## src/rtl/kproc_pkg.sv

```systemverilog
// Shared types for the kproc accumulator core: opcode and FSM state enums,
// plus instruction-width helpers used by the core's parameter list.
package kproc_pkg;

  localparam int OPC_W           = 4;
  localparam int IMM_W_DEFAULT   = 4;
  localparam int INSTR_W_DEFAULT = OPC_W + IMM_W_DEFAULT;

  typedef enum logic [3:0] {
    OP_NOP   = 4'h0,
    OP_LDA   = 4'h1,
    OP_LDB   = 4'h2,
    OP_ADD   = 4'h3,
    OP_SUB   = 4'h4,
    OP_MOVBA = 4'h5,
    OP_OUT   = 4'h6,
    OP_JMP   = 4'h7,
    OP_JC    = 4'h8,
    OP_JZ    = 4'h9,
    OP_JNC   = 4'hA,
    OP_HALT  = 4'hB,
    OP_CALL  = 4'hC,
    OP_RET   = 4'hD,
    OP_RSV_E = 4'hE,
    OP_RSV_F = 4'hF
  } opcode_e;

  typedef enum logic [1:0] {
    ST_RUN      = 2'd0,
    ST_WAIT_OUT = 2'd1,
    ST_HALT     = 2'd2
  } state_e;

  function automatic int instr_width(input int imm_w);
    return OPC_W + imm_w;
  endfunction

endpackage

```

## src/rtl/kproc_alu.sv

```systemverilog
// Combinational add/subtract unit for the kproc core; subtraction is a + ~b + 1,
// so carry=1 on subtract means no borrow occurred.
module kproc_alu #(
  parameter int WIDTH = 8
) (
  input  logic [WIDTH-1:0] a,
  input  logic [WIDTH-1:0] b,
  input  logic             sub,
  output logic [WIDTH-1:0] y,
  output logic             carry,
  output logic             zero
);

  logic [WIDTH-1:0] w_b_eff;
  logic [WIDTH:0]   w_sum;

  assign w_b_eff = sub ? ~b : b;
  assign w_sum   = {1'b0, a} + {1'b0, w_b_eff} + {{WIDTH{1'b0}}, sub};
  assign y       = w_sum[WIDTH-1:0];
  assign carry   = w_sum[WIDTH];
  assign zero    = (w_sum[WIDTH-1:0] == '0);

endmodule

```

## src/rtl/kproc_core.sv

```systemverilog
// kproc accumulator core: RUN / WAIT_OUT / HALT FSM with a stalling result port.
// Define KPROC_CALL_EN to add a one-entry link register with CALL (0xC) / RET (0xD).
module kproc_core
  import kproc_pkg::*;
#(
  parameter  int WIDTH   = 8,
  parameter  int PC_W    = 4,
  parameter  int IMM_W   = 4,
  localparam int INSTR_W = instr_width(IMM_W)
) (
  input  logic               clk,
  input  logic               reset,
  output logic [PC_W-1:0]    instr_addr,
  input  logic [INSTR_W-1:0] instr_data,
  output logic [WIDTH-1:0]   ra_out,
  output logic [WIDTH-1:0]   rb_out,
  output logic [WIDTH-1:0]   result,
  output logic               out_valid,
  input  logic               out_ready,
  output logic               flag_c,
  output logic               flag_z,
  output logic               halted
);

  state_e           r_state;
  logic [PC_W-1:0]  r_pc;
  logic [WIDTH-1:0] r_ra;
  logic [WIDTH-1:0] r_rb;
  logic [WIDTH-1:0] r_ro;
  logic             r_out_valid;
  logic             r_c;
  logic             r_z;

  state_e           w_state_next;
  logic [PC_W-1:0]  w_pc_next;
  logic [WIDTH-1:0] w_ra_next;
  logic [WIDTH-1:0] w_rb_next;
  logic [WIDTH-1:0] w_ro_next;
  logic             w_out_valid_next;
  logic             w_c_next;
  logic             w_z_next;

`ifdef KPROC_CALL_EN
  logic [PC_W-1:0]  r_lr;
  logic [PC_W-1:0]  w_lr_next;
`endif

  opcode_e          w_opcode;
  logic [IMM_W-1:0] w_operand;
  logic [WIDTH-1:0] w_imm;
  logic [PC_W-1:0]  w_target;
  logic [PC_W-1:0]  w_pc_inc;
  logic [WIDTH-1:0] w_alu_y;
  logic             w_alu_c;
  logic             w_alu_z;

  assign w_opcode  = opcode_e'(instr_data[INSTR_W-1 -: OPC_W]);
  assign w_operand = instr_data[IMM_W-1:0];
  assign w_imm     = WIDTH'(w_operand);
  assign w_target  = w_operand[PC_W-1:0];
  assign w_pc_inc  = r_pc + PC_W'(1);

  kproc_alu #(.WIDTH(WIDTH)) u_alu (
    .a     (r_ra),
    .b     (r_rb),
    .sub   (w_opcode == OP_SUB),
    .y     (w_alu_y),
    .carry (w_alu_c),
    .zero  (w_alu_z)
  );

  always_ff @(posedge clk or posedge reset) begin
    if (reset) begin
      r_state     <= ST_RUN;
      r_pc        <= '0;
      r_ra        <= '0;
      r_rb        <= '0;
      r_ro        <= '0;
      r_out_valid <= 1'b0;
      r_c         <= 1'b0;
      r_z         <= 1'b0;
`ifdef KPROC_CALL_EN
      r_lr        <= '0;
`endif
    end else begin
      r_state     <= w_state_next;
      r_pc        <= w_pc_next;
      r_ra        <= w_ra_next;
      r_rb        <= w_rb_next;
      r_ro        <= w_ro_next;
      r_out_valid <= w_out_valid_next;
      r_c         <= w_c_next;
      r_z         <= w_z_next;
`ifdef KPROC_CALL_EN
      r_lr        <= w_lr_next;
`endif
    end
  end

  always_comb begin
    w_state_next     = r_state;
    w_pc_next        = r_pc;
    w_ra_next        = r_ra;
    w_rb_next        = r_rb;
    w_ro_next        = r_ro;
    w_out_valid_next = r_out_valid;
    w_c_next         = r_c;
    w_z_next         = r_z;
`ifdef KPROC_CALL_EN
    w_lr_next        = r_lr;
`endif
    case (r_state)
      ST_RUN: begin
        w_pc_next = w_pc_inc;
        case (w_opcode)
          OP_LDA:   w_ra_next = w_imm;
          OP_LDB:   w_rb_next = w_imm;
          OP_ADD, OP_SUB: begin
            w_ra_next = w_alu_y;
            w_c_next  = w_alu_c;
            w_z_next  = w_alu_z;
          end
          OP_MOVBA: w_rb_next = r_ra;
          OP_OUT: begin
            w_ro_next        = r_ra;
            w_out_valid_next = 1'b1;
            w_state_next     = ST_WAIT_OUT;
          end
          OP_JMP:   w_pc_next = w_target;
          // Conditional jumps see the flags as they stood before this instruction.
          OP_JC:    if (r_c)  w_pc_next = w_target;
          OP_JZ:    if (r_z)  w_pc_next = w_target;
          OP_JNC:   if (!r_c) w_pc_next = w_target;
          OP_HALT: begin
            w_pc_next    = r_pc;
            w_state_next = ST_HALT;
          end
`ifdef KPROC_CALL_EN
          OP_CALL: begin
            w_lr_next = w_pc_inc;
            w_pc_next = w_target;
          end
          OP_RET:   w_pc_next = r_lr;
`endif
          default: ;
        endcase
      end
      ST_WAIT_OUT: begin
        if (r_out_valid && out_ready) begin
          w_out_valid_next = 1'b0;
          w_state_next     = ST_RUN;
        end
      end
      ST_HALT: begin
        if (r_out_valid && out_ready) w_out_valid_next = 1'b0;
      end
      default: w_state_next = ST_RUN;
    endcase
  end

  assign instr_addr = r_pc;
  assign ra_out     = r_ra;
  assign rb_out     = r_rb;
  assign result     = r_ro;
  assign out_valid  = r_out_valid;
  assign flag_c     = r_c;
  assign flag_z     = r_z;
  assign halted     = (r_state == ST_HALT);

endmodule

```

## config.mk

```make
export PLATFORM = sky130hd
export DESIGN_NAME = kproc_core
export DESIGN_NICKNAME = d
export VERILOG_FILES = /design/src/rtl/kproc_pkg.sv /design/src/rtl/kproc_alu.sv /design/src/rtl/kproc_core.sv
export SDC_FILE = /design/constraint.sdc
export NUM_CORES = 1
export LEC_CHECK = 0
export ABC_AREA = 1
export CELL_PAD_IN_SITES_DETAIL_PLACEMENT = 0
export CELL_PAD_IN_SITES_GLOBAL_PLACEMENT = 1
export CORE_MARGIN = 2
export CORE_UTILIZATION = 38
export DETAILED_ROUTE_END_ITERATION = 12
export GPL_TIMING_DRIVEN = 0
export PLACE_DENSITY_LB_ADDON = 0.1
export SYNTH_ARGS = -nofsm -noshare
export SYNTH_HDL_FRONTEND = slang
export SYNTH_SLANG_ARGS = --single-unit
```

## constraint.sdc

```tcl
create_clock -name clk -period 2.7 [get_ports clk]
set_clock_uncertainty 0.2 [all_clocks]
set_input_delay 0.675 -clock clk [delete_from_list [all_inputs] [get_ports clk]]
set_output_delay 0.675 -clock clk [all_outputs]
set_load 0.01 [all_outputs]
```

==> summary.txt, run 1 <==
Timing
  – Endpoints failing hold: 0
  – Post-route fraction of the period consumed by the critical path: 96.0%
  – Fin Setup TNS: 0 ps
  – Number of setup violations in the final report: 0
  – Maximum clock frequency: 386 MHz
  – Fin crit period: 2590 ps
  – Relative slew slack: 52.1%
  – Worst hold slack across all endpoints: 305 ps
  – Worst slew pin tran: 717 ps
  – Count of pins over their slew limit: 0

Clock network
  – Number of buffers on the longest clock path: 2
  – Clock tree from TritonCTS: yes
  – Clock latency at the later pin of the worst-skew pair: 280 ps
  – H-tree depth: 2
  – Clock Sink Count: 33
  – CTS clock-pin slew for the worst setup and hold paths: 70 ps
  – CTS Buf Count: 5
  – CTS root buf: sky130_fd_sc_hd__clkbuf_8

Power
  – Total power draw: 3.42 mW
  – Static Leakage: 1.33 nW
  – Power per standard cell area: 1190 nW/um2
  – Worst vdd rail ir drop: 0.435 mV

Final layout
  – Combined area of the multi-input logic cells: 1270 um2
  – Number of fill cells in the layout: 533
  – Core Util, Final: 52.2%
  – Count of inserted antenna diode cells: 0
  – Storage cell area: 826 um2
  – Total Nets Final: 354
  – Share of post-route cells with drive strength above 1: 14.0%
  – Synthesis-to-finish area growth: 32.1%
  – Final standard cell area without fillers: 2880 um2

Synth
  – Seq/Total Area, Yosys: 37.9%
  – Number of nets in the synthesized netlist: 300
  – Post-synthesis instance total: 275
  – #FFs+latches synth: 33
  – Flip-flop cell with the highest count after synthesis: sky130_fd_sc_hd__dfrtp_1
  – Netlist cell types: 41
  – Synth async-reset ratio: 100%
  – Number of synthesized flops with an enable pin: 0
  – Post-Syn Area: 2180 um2
  – Avg Cell Area, Syn: 7.92 um2
  – Synth warn: 0

Die
  – DIE AREA: 6350 um2
  – Die W: 79.7 um
  – Ports placed on the boundary: 43
  – Initial core utilization: 39.6%
  – Core Region: 5510 um2
  – Count of standard-cell rows: 27
  – Die Height: 79.7 um

Placement
  – Buffers on Ports: 42
  – Dpl hpwl: 4140 um
  – GP Congestion: 0.815
  – Area of placed instances: 2690 um2

Route
  – Detailed-route wire length per cell: 13.7 um
  – Post-detailed-route count of antenna-violating nets: 0
  – Remaining routing DRC violations: 0
  – Iteration count of the initial detailed-routing pass: 4
  – Vias per Instance: 4.84
  – Vias: 1942
  – Total Routed Length: 5490 um
  – Starting DRC count in detailed routing: 68

Critical path
  – Worst Path Required: 2680 ps
  – Sort of element at the end of the critical path: register
  – Type of the worst setup path: in -> reg
  – Data arrival time at the worst-slack endpoint: 2570 ps
  – Biggest fanout along the worst timing path: 5
  – Crit start category: input port

GRT
  – Number of global-route vias before repair: 1747
  – Antenna violations before repair: 0
  – Maximum number of pins on one net before global-route repair: 34
  – Overall Global Routing Usage: 18.6%
  – Wire length of the first global-routing pass: 8920 um
  – Total global routing overflow: 0

Status
  – Run status: completed

Flow run
  – Number of max-cap violations: 0

Min path
  – Hold/Removal Path Class: reg -> reg
[flip-flops by register name, summed over array words and instances, names as in the netlist]
| register | flops |
|---|---|
| out_valid | 1 |
| rb_out | 8 |
| result | 8 |
| r_state | 2 |
| ra_out | 8 |
| instr_addr | 4 |
| flag_c | 1 |
| flag_z | 1 |
[synthesized netlist by cell type (2+ instances only)]
library cell	instances	area, um2
sky130_fd_sc_hd__xor2_1	6	52.6
sky130_fd_sc_hd__nand2_4	2	22.5
sky130_fd_sc_hd__nand4_1	3	18.8
sky130_fd_sc_hd__inv_2	3	11.3
sky130_fd_sc_hd__o211ai_1	2	15.0
sky130_fd_sc_hd__o21ai_0	7	35.0
sky130_fd_sc_hd__a21oi_1	14	70.1
sky130_fd_sc_hd__nand3_2	2	20.0
sky130_fd_sc_hd__nor2_4	2	22.5
sky130_fd_sc_hd__nor2_2	2	12.5
sky130_fd_sc_hd__mux2_2	3	33.8
sky130_fd_sc_hd__xnor2_1	5	43.8
sky130_fd_sc_hd__nand3_1	17	85.1
sky130_fd_sc_hd__o22ai_1	7	43.8
sky130_fd_sc_hd__o21ai_1	5	25.0
sky130_fd_sc_hd__ha_1	13	163
sky130_fd_sc_hd__nor2_1	26	97.6
sky130_fd_sc_hd__dfrtp_1	33	826
sky130_fd_sc_hd__inv_1	34	128
sky130_fd_sc_hd__a31oi_1	2	12.5
sky130_fd_sc_hd__nand2_2	2	12.5
sky130_fd_sc_hd__nand2_1	66	248
[critical path, cell delays in order]
cell and delay, ps:
sky130_fd_sc_hd__clkdlybuf4s15_2 230, sky130_fd_sc_hd__nor2_4 240, sky130_fd_sc_hd__nand2_8 110, sky130_fd_sc_hd__xnor2_1 160
sky130_fd_sc_hd__ha_1 360, sky130_fd_sc_hd__nand2_1 100, sky130_fd_sc_hd__nor2_1 130, sky130_fd_sc_hd__nand3_2 110
sky130_fd_sc_hd__nand2_1 100, sky130_fd_sc_hd__nand2_1 70, sky130_fd_sc_hd__nand3b_1 80, sky130_fd_sc_hd__nand2_1 80
sky130_fd_sc_hd__nand2_1 70, sky130_fd_sc_hd__nand2_1 50
[layout by cell type (no fill, tap or decap), drive strengths merged, types with 2 or more instances in the layout]
cell type,Yosys,layout
nand2,70,71
clkdlybuf4s50,0,38
inv,37,37
dfrtp,33,33
nor2,30,30
nand3,19,19
a21oi,15,15
ha,13,13
o21ai,13,13
o22ai,8,8
buf,3,8
clkbuf,0,8
xor2,6,6
xnor2,5,5
nand4,3,3
mux2,3,3
o211ai,2,2
a31oi,2,2
clkdlybuf4s15,0,2
nor3,2,2
[kinds of logic (layout without fill, tap and decap cells)]
kind of cell             Yosys count  after routing  share of synthesized area [%]
flip-flops                        33             33                           37.9
multiplexers                       3              3                           1.55
XOR/XNOR                          11             11                           4.42
adder cells (fa/ha/maj)           14             14                           8.39
AO/OA/AOI/OAI                     48             48                           14.3
buffers and inverters             41             94                           7.64
AND/OR/NAND/NOR                  125            126                           25.8
[through the flow]
stage | instances | worst slack [ps]
detailed placement | 389 | -719
finish | 401 | 108
floorplan | 275 | 112
global placement | 389 | -734
global route | 401 | -6.59
CTS | 396 | 6.14
[worst paths after layout]
path | startpoint | to | slack (ps) | depth (start not counted)
max in group asynchronous | reset | result[5] | 1210 | 2
min reg2reg | result[3] | result[3] | 310 | 1
max | instr_data[7] | flag_z | 110 | 14
min | result[3] | result[3] | 310 | 1
max reg2reg | ra_out[0] | flag_z | 480 | 11
min in group asynchronous | reset | out_valid | 630 | 2
[routing by layer]
| layer | global-route usage [%] | wire (um) | share of wire [%] |
|---|---|---|---|
| met5 | 0 | 0 | 0 |
| met2 | 25.5 | 2250 | 41 |
| met4 | 6.38 | 66 | 1.2 |
| met1 | 28.7 | 2940 | 54 |
| met3 | 3.51 | 232 | 4.2 |
[final cells by class]
| class | count | share of cell area [%] |
|---|---|---|
| sequential | 33 | 28.7 |
| buffer | 2 | 0.435 |
| tap | 72 | 3.13 |
| timing repair buffer | 47 | 15.7 |
| inverter | 38 | 4.96 |
| clock buffer | 7 | 3.00 |
| multi-input combinational | 202 | 44.1 |
[timing repair]
action,CTS,global route
cloned,0,1
hold buffers,0,0
resized for setup,15,12
setup endpoints to repair,9,3
pin swaps,5,8
buffers inserted,1,4
[power by group]
group	switching, mW	total, mW	internal [mW]
clock network	0.179	0.381	0.202
logic	1.08	2.10	1.02
registers	0.209	0.940	0.732
Note: power is estimated with default switching activity, not from simulation.
==> run 2: changes to the inputs <==
--- a/config.mk
+++ b/config.mk
@@ -10,6 +10,7 @@
 export CELL_PAD_IN_SITES_GLOBAL_PLACEMENT = 1
 export CORE_MARGIN = 2
 export CORE_UTILIZATION = 38
+export CTS_CLUSTER_SIZE = 40
 export DETAILED_ROUTE_END_ITERATION = 12
 export GPL_TIMING_DRIVEN = 0
 export PLACE_DENSITY_LB_ADDON = 0.1
==> constraint.sdc (replaced) <==
create_clock -name clk -period 2.7 [get_ports clk]
set_clock_uncertainty 0.2 [all_clocks]
set_input_delay 0.675 -clock clk [delete_from_list [all_inputs] [get_ports clk]]
set_output_delay 0.675 -clock clk [all_outputs]
set_load 0.1 [all_outputs]
==> run 2 against run 1 <==
  * Sequential cell count stayed put
  * Critical path depth is 13 lower
  * Non-clock buffer count stayed put
  * Final cell count stayed put
  * Core utilization is 1.3 points lower
  * Maximum frequency is 2.8% lower
  * Hold slack better by 1.6 ps
  * Sequential share of layout area is 0.77 points higher
==> summary.txt, run 2 (synthesis gave the netlist of run 1 again) <==
Status
  – Run status: completed (unchanged)

Route
  – Vias per Instance: 4.88 (was 4.84)
  – Remaining routing DRC violations: 0 (unchanged)
  – Vias: 1955 (was 1942)
  – Total Routed Length: 5600 um (was 5490 um)
  – Detailed-route wire length per cell: 14.0 um (was 13.7 um)
  – Iteration count of the initial detailed-routing pass: 4 (unchanged)
  – Starting DRC count in detailed routing: 91 (was 68)
  – Post-detailed-route count of antenna-violating nets: 0 (unchanged)

Timing
  – Number of setup violations in the final report: 0 (unchanged)
  – Fin crit period: 2670 ps (was 2590 ps)
  – Relative slew slack: 34.8% (was 52.1%)
  – Worst slew pin tran: 977 ps (was 717 ps)
  – Endpoints failing hold: 0 (unchanged)
  – Fin Setup TNS: 0 ps (unchanged)
  – Count of pins over their slew limit: 0 (unchanged)
  – Maximum clock frequency: 375 MHz (was 386 MHz)
  – Worst hold slack across all endpoints: 307 ps (was 305 ps)
  – Post-route fraction of the period consumed by the critical path: 98.8% (was 96.0%)

Min path
  – Hold/Removal Path Class: reg -> reg (unchanged)

Placement
  – Dpl hpwl: 4170 um (was 4140 um)
  – Area of placed instances: 2690 um2 (about the same)
  – Buffers on Ports: 42 (unchanged)
  – GP Congestion: 0.835 (was 0.815)

GRT
  – Overall Global Routing Usage: 18.7% (was 18.6%)
  – Wire length of the first global-routing pass: 8980 um (was 8920 um)
  – Number of global-route vias before repair: 1776 (was 1747)
  – Maximum number of pins on one net before global-route repair: 34 (unchanged)
  – Antenna violations before repair: 0 (unchanged)
  – Total global routing overflow: 0 (unchanged)

Clock network
  – Hold buffers post-CTS: 0 (unchanged)
  – Number of buffers on the longest clock path: 2 (unchanged)
  – Clock latency at the later pin of the worst-skew pair: 290 ps (was 280 ps)
  – CTS Buf Count: 5 (unchanged)
  – H-tree depth: 2 (unchanged)
  – CTS root buf: sky130_fd_sc_hd__clkbuf_8 (unchanged)
  – Clock tree from TritonCTS: yes (unchanged)
  – CTS clock-pin slew for the worst setup and hold paths: 70 ps (about the same)
  – Clock Sink Count: 33 (unchanged)

Critical path
  – Data arrival time at the worst-slack endpoint: 1790 ps (was 2570 ps)
  – Number of buffer and inverter stages on the critical path: 1 (unchanged)
  – Top delay family on crit path: buffers and inverters (was simple AND/OR/NAND/NOR gates)
  – Biggest fanout along the worst timing path: 3 (was 5)
  – Sequence of cells on the critical path: clkdlybuf4s50_1 (was clkdlybuf4s15_2 -> nor2_4 -> nand2_8 -> xnor2_1 -> ha_1 -> nand2_1 -> nor2_1 -> nand3_2 -> nand2_1 -> nand2_1 -> nand3b_1 -> nand2_1 -> nand2_1 -> nand2_1)
  – Worst Path Required: 1820 ps (was 2680 ps)
  – Slowest cell delay on critical path: 1130 ps (was 360 ps)
  – Type of the worst setup path: reg -> out (was in -> reg)
  – Crit start category: register (was input port)
  – Sort of element at the end of the critical path: output port (was register)
  – Crit-path slowest cell: sky130_fd_sc_hd__clkdlybuf4s50_1 (was sky130_fd_sc_hd__ha_1)

Final layout
  – Count of inserted antenna diode cells: 0 (unchanged)
  – Number of fill cells in the layout: 559 (was 533)
  – Share of post-route cells with drive strength above 1: 14.0% (unchanged)
  – Final standard cell area without fillers: 2810 um2 (was 2880 um2)
  – Most frequent cells in the layout: 66 x sky130_fd_sc_hd__nand2_1, 33 x sky130_fd_sc_hd__inv_1, 32 x sky130_fd_sc_hd__dfrtp_1, 25 x sky130_fd_sc_hd__nor2_1, 19 x sky130_fd_sc_hd__clkdlybuf4s50_1 (was 65 x sky130_fd_sc_hd__nand2_1, 38 x sky130_fd_sc_hd__clkdlybuf4s50_1, 33 x sky130_fd_sc_hd__inv_1, 33 x sky130_fd_sc_hd__dfrtp_1, 25 x sky130_fd_sc_hd__nor2_1)
  – Total Nets Final: 353 (was 354)
  – Most frequent standard cell in the layout excluding fill and tap cells: sky130_fd_sc_hd__nand2_1 (unchanged)
  – Synthesis-to-finish area growth: 28.8% (was 32.1%)
  – Core Util, Final: 50.9% (was 52.2%)

Die
  – DIE AREA: 6350 um2 (unchanged)
  – Core Region: 5510 um2 (unchanged)
  – Initial core utilization: 39.6% (unchanged)
  – Die Height: 79.7 um (unchanged)
  – Die W: 79.7 um (unchanged)
  – Count of standard-cell rows: 27 (unchanged)
  – Ports placed on the boundary: 43 (unchanged)

Flow run
  – Number of max-cap violations: 0 (unchanged)
-- run 2: changes by cell type in the layout (fill, tap and decap cells not counted), sizes merged --
| cell | delta |
|---|---|
| clkdlybuf4s50 | -19 |
| dlygate4sd2 | +13 |
| dlymetal6s2s | +5 |
| clkbuf | +2 |
| clkdlybuf4s15 | -2 |
| clkinv | +2 |
| nand2 | -1 |
-- run 2: worst paths after layout --
| kind | start | end | slack, ps | cells past startpoint |
|---|---|---|---|---|
| worst max-delay path | out_valid | out_valid | 30 | 1 |
| worst min-delay path | result[3] | result[3] | 310 | 1 |
| worst max register to register | ra_out[0] | flag_z | 470 | 11 |
| worst min register to register | result[3] | result[3] | 310 | 1 |
| max in group asynchronous | reset | ra_out[0] | 1190 | 2 |
| min in group asynchronous | reset | out_valid | 610 | 2 |
-- run 2: final cells by class --
cell class | instances | area, um2 | area share [%]
timing repair buffer | 46 | 422 | 15.0
buffer | 3 | 23.8 | 0.847
inverter | 38 | 143 | 5.08
tap | 72 | 90.1 | 3.21
sequential | 33 | 827 | 29.5
clock buffer | 6 | 72.6 | 2.59
multi-input combinational | 201 | 1220 | 43.4
clock inverter | 2 | 10.0 | 0.357
-- run 2: repair_timing --
item,4_1_cts,5_1_grt
gates cloned,0,0
setup buffers,2,2
endpoints found under the setup margin,23,11
endpoints found under the hold margin,0,0
pin swaps,5,5
gates resized for setup,26,17
-- run 2: layer usage --
| metal | vias to the layer above | GRT usage, % | share of wire, % | routed length (um) |
|---|---|---|---|---|
| li1 | 1008 | - | - | - |
| met1 | 902 | 27.8 | 52 | 2930 |
| met2 | 39 | 27.3 | 43 | 2390 |
| met3 | 6 | 3.51 | 3.8 | 210 |
| met4 | 0 | 5.69 | 1.1 | 62 |
| met5 | - | 0 | 0 | 0 |
-- run 2: through the flow --
stage          cells  setup WS (ps)
3_5_place_dp     389           -721
2_1_floorplan    275           68.6
3_3_place_gp     389           -739
6_report         401           33.1
5_1_grt          401          -4.51
4_1_cts          399          -25.5
Power of run 2 is not shown: default switching activity piles up to over one toggle a cycle in this logic, so the estimate is an artifact.
